**config.mk**
```make
export PLATFORM = sky130hd
export DESIGN_NAME = mem_access_ctrl
export DESIGN_NICKNAME = d
export VERILOG_FILES = /design/src/rtl/mem_ctrl_pkg.sv /design/src/rtl/store_align.sv /design/src/rtl/mem_access_ctrl.sv
export SDC_FILE = /design/constraint.sdc
export NUM_CORES = 1
export LEC_CHECK = 0
export BUFFER_PORTS_ARGS = -buffer_cell sky130_fd_sc_hd__buf_2
export CORE_AREA = 5 5 124 114
export DETAILED_ROUTE_END_ITERATION = 10
export DIE_AREA = 0 0 129 119
export GPL_ROUTABILITY_DRIVEN = 0
export PLACE_DENSITY = 0.77
export SYNTH_ARGS = -nofsm -noshare
export SYNTH_HDL_FRONTEND = slang
export SYNTH_HIERARCHICAL = 1
export SYNTH_SLANG_ARGS = --single-unit
```
**constraint.sdc**
```tcl
create_clock -name clk -period 2.2 [get_ports clk]
set_input_delay 0.11 -clock clk [delete_from_list [all_inputs] [get_ports clk]]
set_output_delay 0.11 -clock clk [all_outputs]
set_load 0.02 [all_outputs]
```
**src/rtl/mem_ctrl_pkg.sv**
```systemverilog
// mem_ctrl_pkg: shared definitions for the load/store bus sequencer.
//   - opcode constants for the handled loads and stores
//   - FSM state enum
//   - decode helpers: is_load, is_store, be_for (byteenable), misaligned
package mem_ctrl_pkg;

    localparam logic [5:0] OP_LB  = 6'b100000;
    localparam logic [5:0] OP_LH  = 6'b100001;
    localparam logic [5:0] OP_LWL = 6'b100010;
    localparam logic [5:0] OP_LW  = 6'b100011;
    localparam logic [5:0] OP_LBU = 6'b100100;
    localparam logic [5:0] OP_LHU = 6'b100101;
    localparam logic [5:0] OP_LWR = 6'b100110;
    localparam logic [5:0] OP_SB  = 6'b101000;
    localparam logic [5:0] OP_SH  = 6'b101001;
    localparam logic [5:0] OP_SW  = 6'b101011;

    typedef enum logic [2:0] {
        ST_IDLE,
        ST_READ,
        ST_WRITE,
        ST_DONE,
        ST_ERR,
        ST_TERR
    } state_e;

    function automatic logic is_load(input logic [5:0] op);
        logic r;
        case (op)
            OP_LB, OP_LH, OP_LWL, OP_LW, OP_LBU, OP_LHU, OP_LWR: r = 1'b1;
            default:                                             r = 1'b0;
        endcase
        return r;
    endfunction

    function automatic logic is_store(input logic [5:0] op);
        logic r;
        case (op)
            OP_SB, OP_SH, OP_SW: r = 1'b1;
            default:             r = 1'b0;
        endcase
        return r;
    endfunction

    // LWL/LWR select the partial-word lanes that the formatter merges.
    function automatic logic [3:0] be_for(input logic [5:0] op, input logic [1:0] off);
        logic [3:0] be;
        case (op)
            OP_LB, OP_LBU, OP_SB: be = 4'b0001 << off;
            OP_LH, OP_LHU, OP_SH: be = off[1] ? 4'b1100 : 4'b0011;
            OP_LW, OP_SW:         be = 4'b1111;
            OP_LWL:               be = 4'b1111 << (2'd3 - off);
            OP_LWR:               be = 4'b1111 >> off;
            default:              be = 4'b0000;
        endcase
        return be;
    endfunction

    function automatic logic misaligned(input logic [5:0] op, input logic [1:0] off);
        logic m;
        case (op)
            OP_LH, OP_LHU, OP_SH: m = off[0];
            OP_LW, OP_SW:         m = (off != 2'b00);
            default:              m = 1'b0;
        endcase
        return m;
    endfunction

endpackage

```
**src/rtl/store_align.sv**
```systemverilog
// store_align: places store data onto the big-endian byte lanes of the bus.
//   rt_data_i  store source register
//   opcode_i   instruction opcode
//   wdata_o    lane-replicated / byte-swapped writedata (0 for non-stores)
module store_align
    import mem_ctrl_pkg::*;
(
    input  logic [31:0] rt_data_i,
    input  logic [5:0]  opcode_i,
    output logic [31:0] wdata_o
);

    always_comb begin
        wdata_o = 32'h0;
        case (opcode_i)
            // Replicate so the byteenable alone picks the destination lane.
            OP_SB: wdata_o = {4{rt_data_i[7:0]}};
            OP_SH: wdata_o = {2{rt_data_i[7:0], rt_data_i[15:8]}};
            OP_SW: wdata_o = {rt_data_i[7:0], rt_data_i[15:8],
                              rt_data_i[23:16], rt_data_i[31:24]};
            default: wdata_o = 32'h0;
        endcase
    end

endmodule

```
**src/rtl/mem_access_ctrl.sv**
```systemverilog
// mem_access_ctrl: sequences CPU loads/stores onto an Avalon-MM data bus.
//   CPU side : req_valid, instruction, eff_addr, rt_data in; stall, done,
//              addr_err, bus_err out.
//   Avalon   : avm_address/read/write/byteenable/writedata out;
//              avm_waitrequest, avm_readdata in.
//   Formatter: fmt_mem_in, fmt_byteenable, fmt_mem_sel, fmt_instruction out.
// TIMEOUT_CYCLES = 0 waits forever on waitrequest.
module mem_access_ctrl
    import mem_ctrl_pkg::*;
#(
    parameter int unsigned TIMEOUT_CYCLES = 0,
    parameter int unsigned CNT_W          = 8
) (
    input  logic        clk,
    input  logic        reset,
    input  logic        req_valid,
    input  logic [31:0] instruction,
    input  logic [31:0] eff_addr,
    input  logic [31:0] rt_data,
    output logic        stall,
    output logic        done,
    output logic        addr_err,
    output logic        bus_err,
    output logic [31:0] avm_address,
    output logic        avm_read,
    output logic        avm_write,
    output logic [3:0]  avm_byteenable,
    output logic [31:0] avm_writedata,
    input  logic        avm_waitrequest,
    input  logic [31:0] avm_readdata,
    output logic [31:0] fmt_mem_in,
    output logic [3:0]  fmt_byteenable,
    output logic        fmt_mem_sel,
    output logic [31:0] fmt_instruction
);

    localparam logic [CNT_W-1:0] TMO     = CNT_W'(TIMEOUT_CYCLES);
    localparam logic [CNT_W-1:0] CNT_ONE = CNT_W'(1);

    state_e           state_q, state_d;
    logic [31:0]      instr_q, instr_d;
    logic [31:0]      addr_q, addr_d;
    logic [31:0]      wdata_q, wdata_d;
    logic [31:0]      mem_q, mem_d;
    logic [3:0]       be_q, be_d;
    logic [3:0]       fbe_q, fbe_d;
    logic [CNT_W-1:0] cnt_q, cnt_d;
    logic [CNT_W-1:0] cnt_inc;

    logic [5:0]  op_in;
    logic [5:0]  op_q;
    logic [1:0]  off;
    logic        mem_op;
    logic [31:0] st_wdata;

    assign op_in   = instruction[31:26];
    assign op_q    = instr_q[31:26];
    assign off     = eff_addr[1:0];
    assign mem_op  = is_load(op_in) | is_store(op_in);
    assign cnt_inc = cnt_q + CNT_ONE;

    store_align u_store_align (
        .rt_data_i (rt_data),
        .opcode_i  (op_in),
        .wdata_o   (st_wdata)
    );

    always_comb begin
        state_d     = state_q;
        instr_d     = instr_q;
        addr_d      = addr_q;
        be_d        = be_q;
        wdata_d     = wdata_q;
        mem_d       = mem_q;
        fbe_d       = fbe_q;
        cnt_d       = cnt_q;
        stall       = 1'b0;
        done        = 1'b0;
        addr_err    = 1'b0;
        bus_err     = 1'b0;
        avm_read    = 1'b0;
        avm_write   = 1'b0;
        fmt_mem_sel = 1'b0;

        unique case (state_q)
            ST_IDLE: begin
                // Stall is combinational so the CPU freezes in the accept cycle.
                stall = req_valid & mem_op;
                if (req_valid && mem_op) begin
                    instr_d = instruction;
                    addr_d  = {eff_addr[31:2], 2'b00};
                    be_d    = be_for(op_in, off);
                    wdata_d = st_wdata;
                    cnt_d   = '0;
                    if (misaligned(op_in, off))
                        state_d = ST_ERR;
                    else if (is_load(op_in))
                        state_d = ST_READ;
                    else
                        state_d = ST_WRITE;
                end
            end

            ST_READ, ST_WRITE: begin
                stall     = 1'b1;
                avm_read  = (state_q == ST_READ);
                avm_write = (state_q == ST_WRITE);
                if (!avm_waitrequest) begin
                    if (state_q == ST_READ) begin
                        mem_d = avm_readdata;
                        fbe_d = be_q;
                    end
                    state_d = ST_DONE;
                end else begin
                    cnt_d = cnt_inc;
                    // Abort on the cycle the count reaches the limit; the
                    // command drops at the following edge.
                    if (TIMEOUT_CYCLES != 0 && cnt_inc == TMO)
                        state_d = ST_TERR;
                end
            end

            ST_DONE: begin
                done        = 1'b1;
                fmt_mem_sel = is_load(op_q);
                state_d     = ST_IDLE;
            end

            ST_ERR: begin
                done     = 1'b1;
                addr_err = 1'b1;
                state_d  = ST_IDLE;
            end

            ST_TERR: begin
                done    = 1'b1;
                bus_err = 1'b1;
                state_d = ST_IDLE;
            end

            default: state_d = ST_IDLE;
        endcase
    end

    always_ff @(posedge clk) begin
        if (reset) begin
            state_q <= ST_IDLE;
            instr_q <= 32'h0;
            addr_q  <= 32'h0;
            be_q    <= 4'h0;
            wdata_q <= 32'h0;
            mem_q   <= 32'h0;
            fbe_q   <= 4'h0;
            cnt_q   <= '0;
        end else begin
            state_q <= state_d;
            instr_q <= instr_d;
            addr_q  <= addr_d;
            be_q    <= be_d;
            wdata_q <= wdata_d;
            mem_q   <= mem_d;
            fbe_q   <= fbe_d;
            cnt_q   <= cnt_d;
        end
    end

    assign avm_address     = addr_q;
    assign avm_byteenable  = be_q;
    assign avm_writedata   = wdata_q;
    assign fmt_mem_in      = mem_q;
    assign fmt_byteenable  = fbe_q;
    assign fmt_instruction = instr_q;

endmodule

```
==> results.txt, run 1 <==
The H-tree depth is 4. The tools report the maximum achievable frequency as 0.488 GHz. The tools report the aggregate global-route resource usage as 0.256. During I/O placement, the number of pins put on the boundary was 275. The class of the tightest hold or removal check was input pin to register. In this run the post-CTS setup repair buffer count came out at 0.

The run gives 137 as the TritonCTS sink count. The logs give 2 for the maximum buffer depth of the clock tree and 46 for the number of distinct library cell variants in the gate-level netlist after synthesis. The most area-hungry cell type in the Yosys netlist is sky130_fd_sc_hd__dfxtp_1.

The share of the synthesized netlist area taken by xor and xnor gates works out to 0. After routing, the total negative slack on setup checks comes to 0 ns. The critical path is of the register to primary output type. For the worst endpoint required time, the log shows 2.09 ns. The data arrival time at the worst-slack endpoint is 1.94 ns.

Entering global routing, the biggest net connects 67 pins. The final period utilization came out at 0.932. The via count of the first global-routing pass was 6,227; the post-synthesis compound-gate area fraction was 0.187. The tool flagged a number of max-cap violations equal to 0. The number of enable flip-flop cells after synthesis works out to 0. The average instance in the mapped netlist occupies 7.64 um^2. The tools report the leakage power of the design as 3.75 nW. After synthesis, the cell types taking the most area are sky130_fd_sc_hd__dfxtp_1 (48%), sky130_fd_sc_hd__nand2_1 (18%), sky130_fd_sc_hd__a21oi_1 (12%). VDD sags by at most 0.535 mV.

For the number of nets in the layout, the log shows 1,216. The critical path buffer and inverter count came out at 1. The fraction of synthesis flops using an asynchronous set or reset pin is 0.

The fraction of the mapped netlist area in adder cells was 0; the die area was 15,400 um^2. After layout, the minimum clock period comes to 2.05 ns. The share of layout cells above drive strength 1 is 0.295, and the largest clock skew in the final design is 0.00418 ns. Input and output buffers added on the ports amount to 272.

Total count of hold-check failures in the final report: 0. The area growth from synthesis to layout is 50.9%. The worst setup path is captured at a primary output.

TritonCTS built the clock tree. The tools report the number of pins with negative max-slew slack in the final report as 0. The cell area after synthesis was 5740 um^2.

The floorplan step defined a core boundary enclosing 12,600 um^2. Total half-perimeter wirelength after legalization and detailed placement: 13,200 um. In the synthesized netlist the dominant register cell turns out to be sky130_fd_sc_hd__dfxtp_1.

The post-synthesis sequential element count came out at 137. Of all nets on the critical path, the largest fanout is 10. The total vias in the final route was 6,459.

The tools report the setup-violating endpoint count in the final report as 0. Dominant delay contributor by cell family on the critical path: simple AND/OR/NAND/NOR gates. Among all stages on the critical path, the largest delay is contributed by sky130_fd_sc_hd__or4b_2.

The cts-stage hold buffer count is 89, and the slack of the worst reg-to-reg path is 0.35 ns. Number of inserted filler cells in the final layout: 953. Clock tree synthesis selected as its root buffer the cell sky130_fd_sc_hd__clkbuf_16.

The logs give 0.687 for the share of the core filled with cells and 0.456 for the initial standard-cell utilization of the core. The transition time of the tightest slew-check pin is 0.717 ns, and the number of antenna violations at the first check in global routing is 0. In this run the power density over the cells is 704 nW/um^2. Main combinational cell family by area after synthesis: simple AND/OR/NAND/NOR gates. Once detail routing completed, the nets flagged for antenna violations numbered 0. The worst stage delay on the critical path works out to 0.69 ns.

The number of clock buffers inserted by TritonCTS is 17. Summed over all layers, the global routing overflow is 0. Synthesis produced 751 cells. The flow ran to the end, and the final reports show no timing, DRC or antenna violations.

Setup repair after global routing left no endpoint under its margin. The floorplan has 39 rows. The kind of start point of the critical path was a register. The first global-routing pass estimated 31,500 um of wire. The floorplan step set the die height to 119 um. The share of cell area taken by muxes after synthesis came out at 0.00174. The area share of the leading cell type in the synthesized netlist came out at 0.478.

Clock-pin slew was measured on the worst setup and hold paths at 0.06 ns. The simple logic cell fraction of the synthesized area was 0.271; the aggregate routed wire length was 20,400 um. In the routed design, unresolved DRC markers number 0. During synthesis, Yosys emitted a total of 6 warnings. After the first detailed-routing iteration, the DRC count stood at 442.

The clock network latency to the later pin of the worst-skew pair was 0.42 ns. The relative max-transition margin is 0.522, and the per-cell via count in the routed design is 5.12. For this run, the detailed router's first-pass iteration total came to 7.

The post-synthesis sequential area ratio was 0.478. The floorplan step set the die width to 129 um. Walking the worst path, the cells encountered are or4b_2, a311oi_1, buf_2. In the final routed layout, each cell accounts on average for 16.2 um. The number of gates given a new drive strength after cts is 0.
cell usage in the layout, fill, tap and decap left out, types with 2 or more instances in the layout:
| master | synthesis | routed |
|---|---|---|
| sky130_fd_sc_hd__o21ai_0 | 6 | 6 |
| sky130_fd_sc_hd__nor4_1 | 2 | 2 |
| sky130_fd_sc_hd__inv_1 | 5 | 5 |
| sky130_fd_sc_hd__a211oi_1 | 11 | 11 |
| sky130_fd_sc_hd__bufinv_16 | 0 | 3 |
| sky130_fd_sc_hd__buf_2 | 26 | 271 |
| sky130_fd_sc_hd__clkbuf_1 | 24 | 3 |
| sky130_fd_sc_hd__nor3_1 | 6 | 6 |
| sky130_fd_sc_hd__a2111oi_0 | 2 | 2 |
| sky130_fd_sc_hd__clkbuf_16 | 0 | 17 |
| sky130_fd_sc_hd__or3b_1 | 8 | 8 |
| sky130_fd_sc_hd__nor2_1 | 13 | 13 |
| sky130_fd_sc_hd__a311oi_1 | 9 | 9 |
| sky130_fd_sc_hd__a21oi_1 | 141 | 141 |
| sky130_fd_sc_hd__nor3b_1 | 9 | 9 |
| sky130_fd_sc_hd__nand2_1 | 269 | 269 |
| sky130_fd_sc_hd__nand2b_1 | 20 | 20 |
| sky130_fd_sc_hd__o21bai_1 | 2 | 2 |
| sky130_fd_sc_hd__nand3_1 | 12 | 11 |
| sky130_fd_sc_hd__dfxtp_1 | 137 | 137 |
| sky130_fd_sc_hd__and3_1 | 3 | 2 |
| sky130_fd_sc_hd__o2111ai_1 | 2 | 2 |
| sky130_fd_sc_hd__conb_1 | 1 | 2 |
| sky130_fd_sc_hd__buf_12 | 0 | 6 |
| sky130_fd_sc_hd__clkinv_4 | 0 | 2 |
| sky130_fd_sc_hd__a21boi_0 | 8 | 8 |
| sky130_fd_sc_hd__dlygate4sd3_1 | 0 | 89 |
| sky130_fd_sc_hd__clkinvlp_4 | 0 | 5 |
| sky130_fd_sc_hd__nor2b_1 | 3 | 3 |
| sky130_fd_sc_hd__buf_4 | 4 | 9 |
cells in the mapped netlist (2+ instances only):
master / count
sky130_fd_sc_hd__nand2_1: 269
sky130_fd_sc_hd__a21oi_1: 141
sky130_fd_sc_hd__dfxtp_1: 137
sky130_fd_sc_hd__buf_2: 26
sky130_fd_sc_hd__clkbuf_1: 24
sky130_fd_sc_hd__nand2b_1: 20
sky130_fd_sc_hd__nor2_1: 13
sky130_fd_sc_hd__nand3_1: 12
sky130_fd_sc_hd__a211oi_1: 11
sky130_fd_sc_hd__a311oi_1: 9
sky130_fd_sc_hd__nor3b_1: 9
sky130_fd_sc_hd__a21boi_0: 8
sky130_fd_sc_hd__or3b_1: 8
sky130_fd_sc_hd__buf_6: 7
sky130_fd_sc_hd__nor3_1: 6
sky130_fd_sc_hd__o21ai_0: 6
sky130_fd_sc_hd__inv_1: 5
sky130_fd_sc_hd__buf_4: 4
sky130_fd_sc_hd__and3_1: 3
sky130_fd_sc_hd__nor2b_1: 3
sky130_fd_sc_hd__a2111oi_0: 2
sky130_fd_sc_hd__nor4_1: 2
sky130_fd_sc_hd__o2111ai_1: 2
sky130_fd_sc_hd__o21bai_1: 2
sequential cells by signal, indices dropped and copies added, names as in the netlist:
name             count
fmt_mem_in          32
avm_writedata       32
state_q              3
fmt_instruction     32
avm_byteenable       4
fmt_byteenable       4
avm_address         30
cells by family after synthesis:
logic type | count (synthesis)
simple gates | 355
compound gates | 189
flops | 137
buf+inv | 68
mux | 1
other cells | 1
worst reg2reg max path, cell delays in order, from the launching register on:
cell	delay [ns]
sky130_fd_sc_hd__dfxtp_1	0.38
sky130_fd_sc_hd__nand2b_1	0.20
sky130_fd_sc_hd__nor3_2	0.23
sky130_fd_sc_hd__and3_4	0.44
sky130_fd_sc_hd__buf_4	0.25
sky130_fd_sc_hd__nand2_1	0.09
sky130_fd_sc_hd__a21oi_1	0.18
cell type report:
type / count / area, um^2 / area share
antenna: 1 / 2.50 / 0.000289
multi-input combinational: 547 / 2660 / 0.307
tap: 164 / 205 / 0.0237
clock inverter: 11 / 150 / 0.0173
clock buffer: 20 / 437 / 0.0505
inverter: 6 / 22.5 / 0.00260
sequential: 137 / 2740 / 0.317
timing repair buffer: 375 / 2430 / 0.281
through the flow:
step	cell area [um^2]	hold WS (ns)	setup WS, ns	power [mW]	std cells
6_report	8650	0.0566	0.150	6.09	1261
3_5_place_dp	7170	0.359	0.422	3.17	1140
4_1_cts	8650	0.0334	0.113	6.12	1260
3_3_place_gp	7170	0.353	0.444	3.17	1140
2_1_floorplan	5740	0.227	0.434	2.92	752
5_1_grt	8650	0.0653	0.00890	6.32	1260
where the power goes:
part / internal (mW) / switching [mW]
Combinational: 0.323 / 0.382
Sequential: 2.53 / 0.0293
Clock: 1.77 / 1.05
Total: 4.63 / 1.47
final timing paths:
check | start | to | cells after the start
min reg2reg | avm_address[25] | avm_address[25] | 2
max | state_q[2] | fmt_mem_sel | 3
min | instruction[29] | fmt_instruction[29] | 3
max reg2reg | state_q[2] | fmt_instruction[20] | 6
layer usage:
layer | global-route usage | wire (um) | vias to the layer above
met1 | 0.311 | 8220 | 2926
met4 | 0.118 | 665 | 0
met2 | 0.413 | 9630 | 316
li1 | - | - | 3169
met3 | 0.0788 | 1900 | 48
met5 | 0 | 0 | -
(Power assumes the default switching activity.)
==> run 2, diff against run 1 <==
--- a/config.mk
+++ b/config.mk
@@ -6,11 +6,13 @@
 export NUM_CORES = 1
 export LEC_CHECK = 0
 export BUFFER_PORTS_ARGS = -buffer_cell sky130_fd_sc_hd__buf_2
-export CORE_AREA = 5 5 124 114
+export CORE_AREA = 5 5 122 112
+export CTS_BUF_LIST = sky130_fd_sc_hd__clkbuf_4 sky130_fd_sc_hd__clkbuf_8
+export CTS_CLUSTER_DIAMETER = 60
 export DETAILED_ROUTE_END_ITERATION = 10
-export DIE_AREA = 0 0 129 119
+export DIE_AREA = 0 0 127 117
 export GPL_ROUTABILITY_DRIVEN = 0
-export PLACE_DENSITY = 0.77
+export PLACE_DENSITY = 0.79
 export SYNTH_ARGS = -nofsm -noshare
 export SYNTH_HDL_FRONTEND = slang
 export SYNTH_HIERARCHICAL = 1
==> run 2 against run 1 <==
Against the previous run: register-to-register slack better by 0.02 ns; utilization is 0.34 points lower; global-route usage is 0.75 points higher; via count is 0.39% higher; setup slack worse by 0.030 ns; final cell count hardly changed; critical path type unchanged; highest routed layer unchanged.
==> results.txt, run 2 (same netlist as run 1, synthesis figures left out) <==
In this run the critical register-to-register path is captured at fmt_instruction[19]. In this run, the number of DRC markers left after iteration 0 of detailed routing was 469. After the flow finishes, the layout carries non-filler instances totaling 1,262.

The TritonCTS sink count is 137, and the wire length of the first global-routing pass is 31,000 um. Setup repair after global routing left no endpoint under its margin. The initial standard-cell utilization of the core came out at 0.463.

TritonCTS built the clock tree. The tools report the number of pins with negative max-slew slack in the final report as 0. The top cell types in the final layout, fill and taps aside, are sky130_fd_sc_hd__buf_2 (271), sky130_fd_sc_hd__nand2_1 (269), sky130_fd_sc_hd__a21oi_1 (141). The startpoint identified for the worst hold timing path is instruction[28]. Master of the slowest instance on the critical path: sky130_fd_sc_hd__or4b_2.

The tools report the start of the worst register-to-register path as state_q[2]. The run gives 6,062 as the via count of the first global-routing pass. The shortest clock period the worst path allows after layout is 2.08 ns, and the die area is 14,900 um^2. Entering global routing, the biggest net connects 99 pins. The maximum buffer depth of the clock tree was 2.

Peak fanout along the critical path: 10. The worst register-to-register path has a depth of 6. The final route contains 6,484 vias.

The clock network latency to the later pin of the worst-skew pair is 0.45 ns. The tool flagged a number of max-cap violations equal to 0. The transition time of the tightest slew-check pin was 0.660 ns. For this design the top-level I/O count stands at 275. Aggregate global-route resource usage: 0.263. The number of nets with antenna violations after routing was 0; the number of port buffers was 272.

Wires add up to 20,300 um. The share of layout cells above drive strength 1 is 0.295, and the area overhead of the layout relative to synthesis is 47.8%. In the final routed layout, each cell accounts on average for 16.1 um. Clock-pin slew was measured on the worst setup and hold paths at 0.07 ns.

The tools report the number of antenna violations at the first check in global routing as 1. The count of TritonRoute iterations in the first routing pass is 5. The maximum achievable frequency is 0.481 GHz. In the final timing run, aggregate negative setup slack is 0 ns.

After detailed placement, the design holds a cell count of 1,137. The tools report the kind of start point of the critical path as a register. The worst stage delay on the critical path works out to 0.71 ns. The data arrival time at the worst-slack endpoint is 1.97 ns, and the count of cells along the worst hold path is 3. For this design the ratio of total power to cell area is 641 nW/um^2. The tools report the number of gates given a new drive strength after cts as 0. The tools report the nature of the critical path endpoint as a primary output. Hold timing on the final database bottoms out at a slack of 0.0527 ns.

For the slack of the worst reg-to-reg path, the log shows 0.37 ns. Setup violations remaining at the end of the flow were counted as 0. The run gives 12,500 um as the total half-perimeter wirelength after legalization and detailed placement.

The logs give 0.684 for the share of the core filled with cells and 1,215 for the number of nets in the layout. The most common library cell in the layout ignoring fill and taps was sky130_fd_sc_hd__buf_2. After detailed routing, the number of remaining DRC violations is 0.

The final period utilization works out to 0.945. After clock tree synthesis, the setup repair step added 0 buffers. The tools report the core area as 12,400 um^2.

The tools report the number of rows created at floorplan as 39. The end of the worst hold path is fmt_instruction[28]. The tools report the relative max-transition margin as 0.560. Summing all non-filler instances in the final layout gives an area of 8480 um^2. On the final layout, the worst clock skew is 0.0123 ns. Worst IR drop on VDD: 0.591 mV. The run finished with clean final reports. The number of clock buffers added by TritonCTS is 17. The class of the tightest hold or removal check is input pin to register. Summed over all cells, the static leakage comes to 3.68 nW. CTS placed an instance of sky130_fd_sc_hd__clkbuf_8 at the clock tree root. Critical path start-end classification: register to primary output. The H-tree was split into 4 levels.

Total count of hold-check failures in the final report: 0. The run gives 0 as the overflow left after global routing. After filler insertion, the fill cell instance count of the layout stands at 965.

STA puts the critical path data required time at 2.09 ns. From bottom edge to top edge, the die measures 117 um. The signal on the critical path passes through or4b_2, a311oi_1, buf_2.

The per-cell via count in the routed design was 5.14; the placement-stage cell area was 7140 um^2. The die extent in x was 127 um.
-- run 2: changes by cell type in the layout (fill, tap and decap cells not counted), moves of 2 or more --
cell / delta
sky130_fd_sc_hd__clkbuf_16: -17
sky130_fd_sc_hd__buf_4: -2
sky130_fd_sc_hd__diode_2: +2
sky130_fd_sc_hd__clkbuf_1: -3
sky130_fd_sc_hd__clkinv_2: +2
sky130_fd_sc_hd__clkinvlp_4: -2
sky130_fd_sc_hd__dlygate4sd3_1: +2
sky130_fd_sc_hd__clkbuf_8: +20
-- run 2: power by group --
part / switching [mW] / internal (mW)
combinational: 0.381 / 0.322
sequential: 0.0297 / 2.52
clock: 0.978 / 1.20
total: 1.39 / 4.05
-- run 2: repair_timing --
action | CTS | global route
hold buffers | 91 | 0
setup endpoints to repair | 0 | 0
hold endpoints to repair | 91 | 0
-- run 2: worst max-delay path, delay by kind of cell (launching register included) --
kind / cells / cell delay, ns
and+or+nand+nor: 1 / 0.71
DFF: 1 / 0.39
buffers and inverters: 1 / 0.22
AOI/OAI and AO/OA: 1 / 0.21
-- run 2: layer usage --
metal  up-vias  GRT usage  share of wire
li1       3171          -              -
met1      2947      0.322           0.41
met2       313      0.423           0.47
met3        53     0.0871          0.088
met4         0      0.125          0.036
met5         -          0              0
-- run 2: area by class of cell --
cell class,instances,area (um^2),share of cell area
clock buffers,20,275,0.0325
inverters,6,22.5,0.00266
clock inverters,11,145,0.0171
flip-flops and latches,137,2740,0.323
multi-input cells,547,2660,0.314
diodes,3,7.51,0.000885
well taps,164,205,0.0242
repair buffers,374,2420,0.285
-- run 2: worst max path at each step --
stage                           from                end  slack (ns)  cells after the start
after floorplan           state_q[2]        fmt_mem_sel        0.43                      3
after global placement    state_q[0]  fmt_byteenable[3]        0.45                      6
after detailed placement  state_q[2]     avm_address[4]        0.42                      6
after CTS                 state_q[2]        fmt_mem_sel        0.05                      3
after global routing      state_q[2]        fmt_mem_sel      0.0006                      3
final                     state_q[2]        fmt_mem_sel        0.12                      3
-- run 2: metrics by stage --
stage	power, mW	setup slack [ns]
final	5.44	0.120
after global placement	3.16	0.454
after CTS	5.46	0.0518
after global routing	5.65	0.000623
after floorplan	2.92	0.434
after detailed placement	3.17	0.417
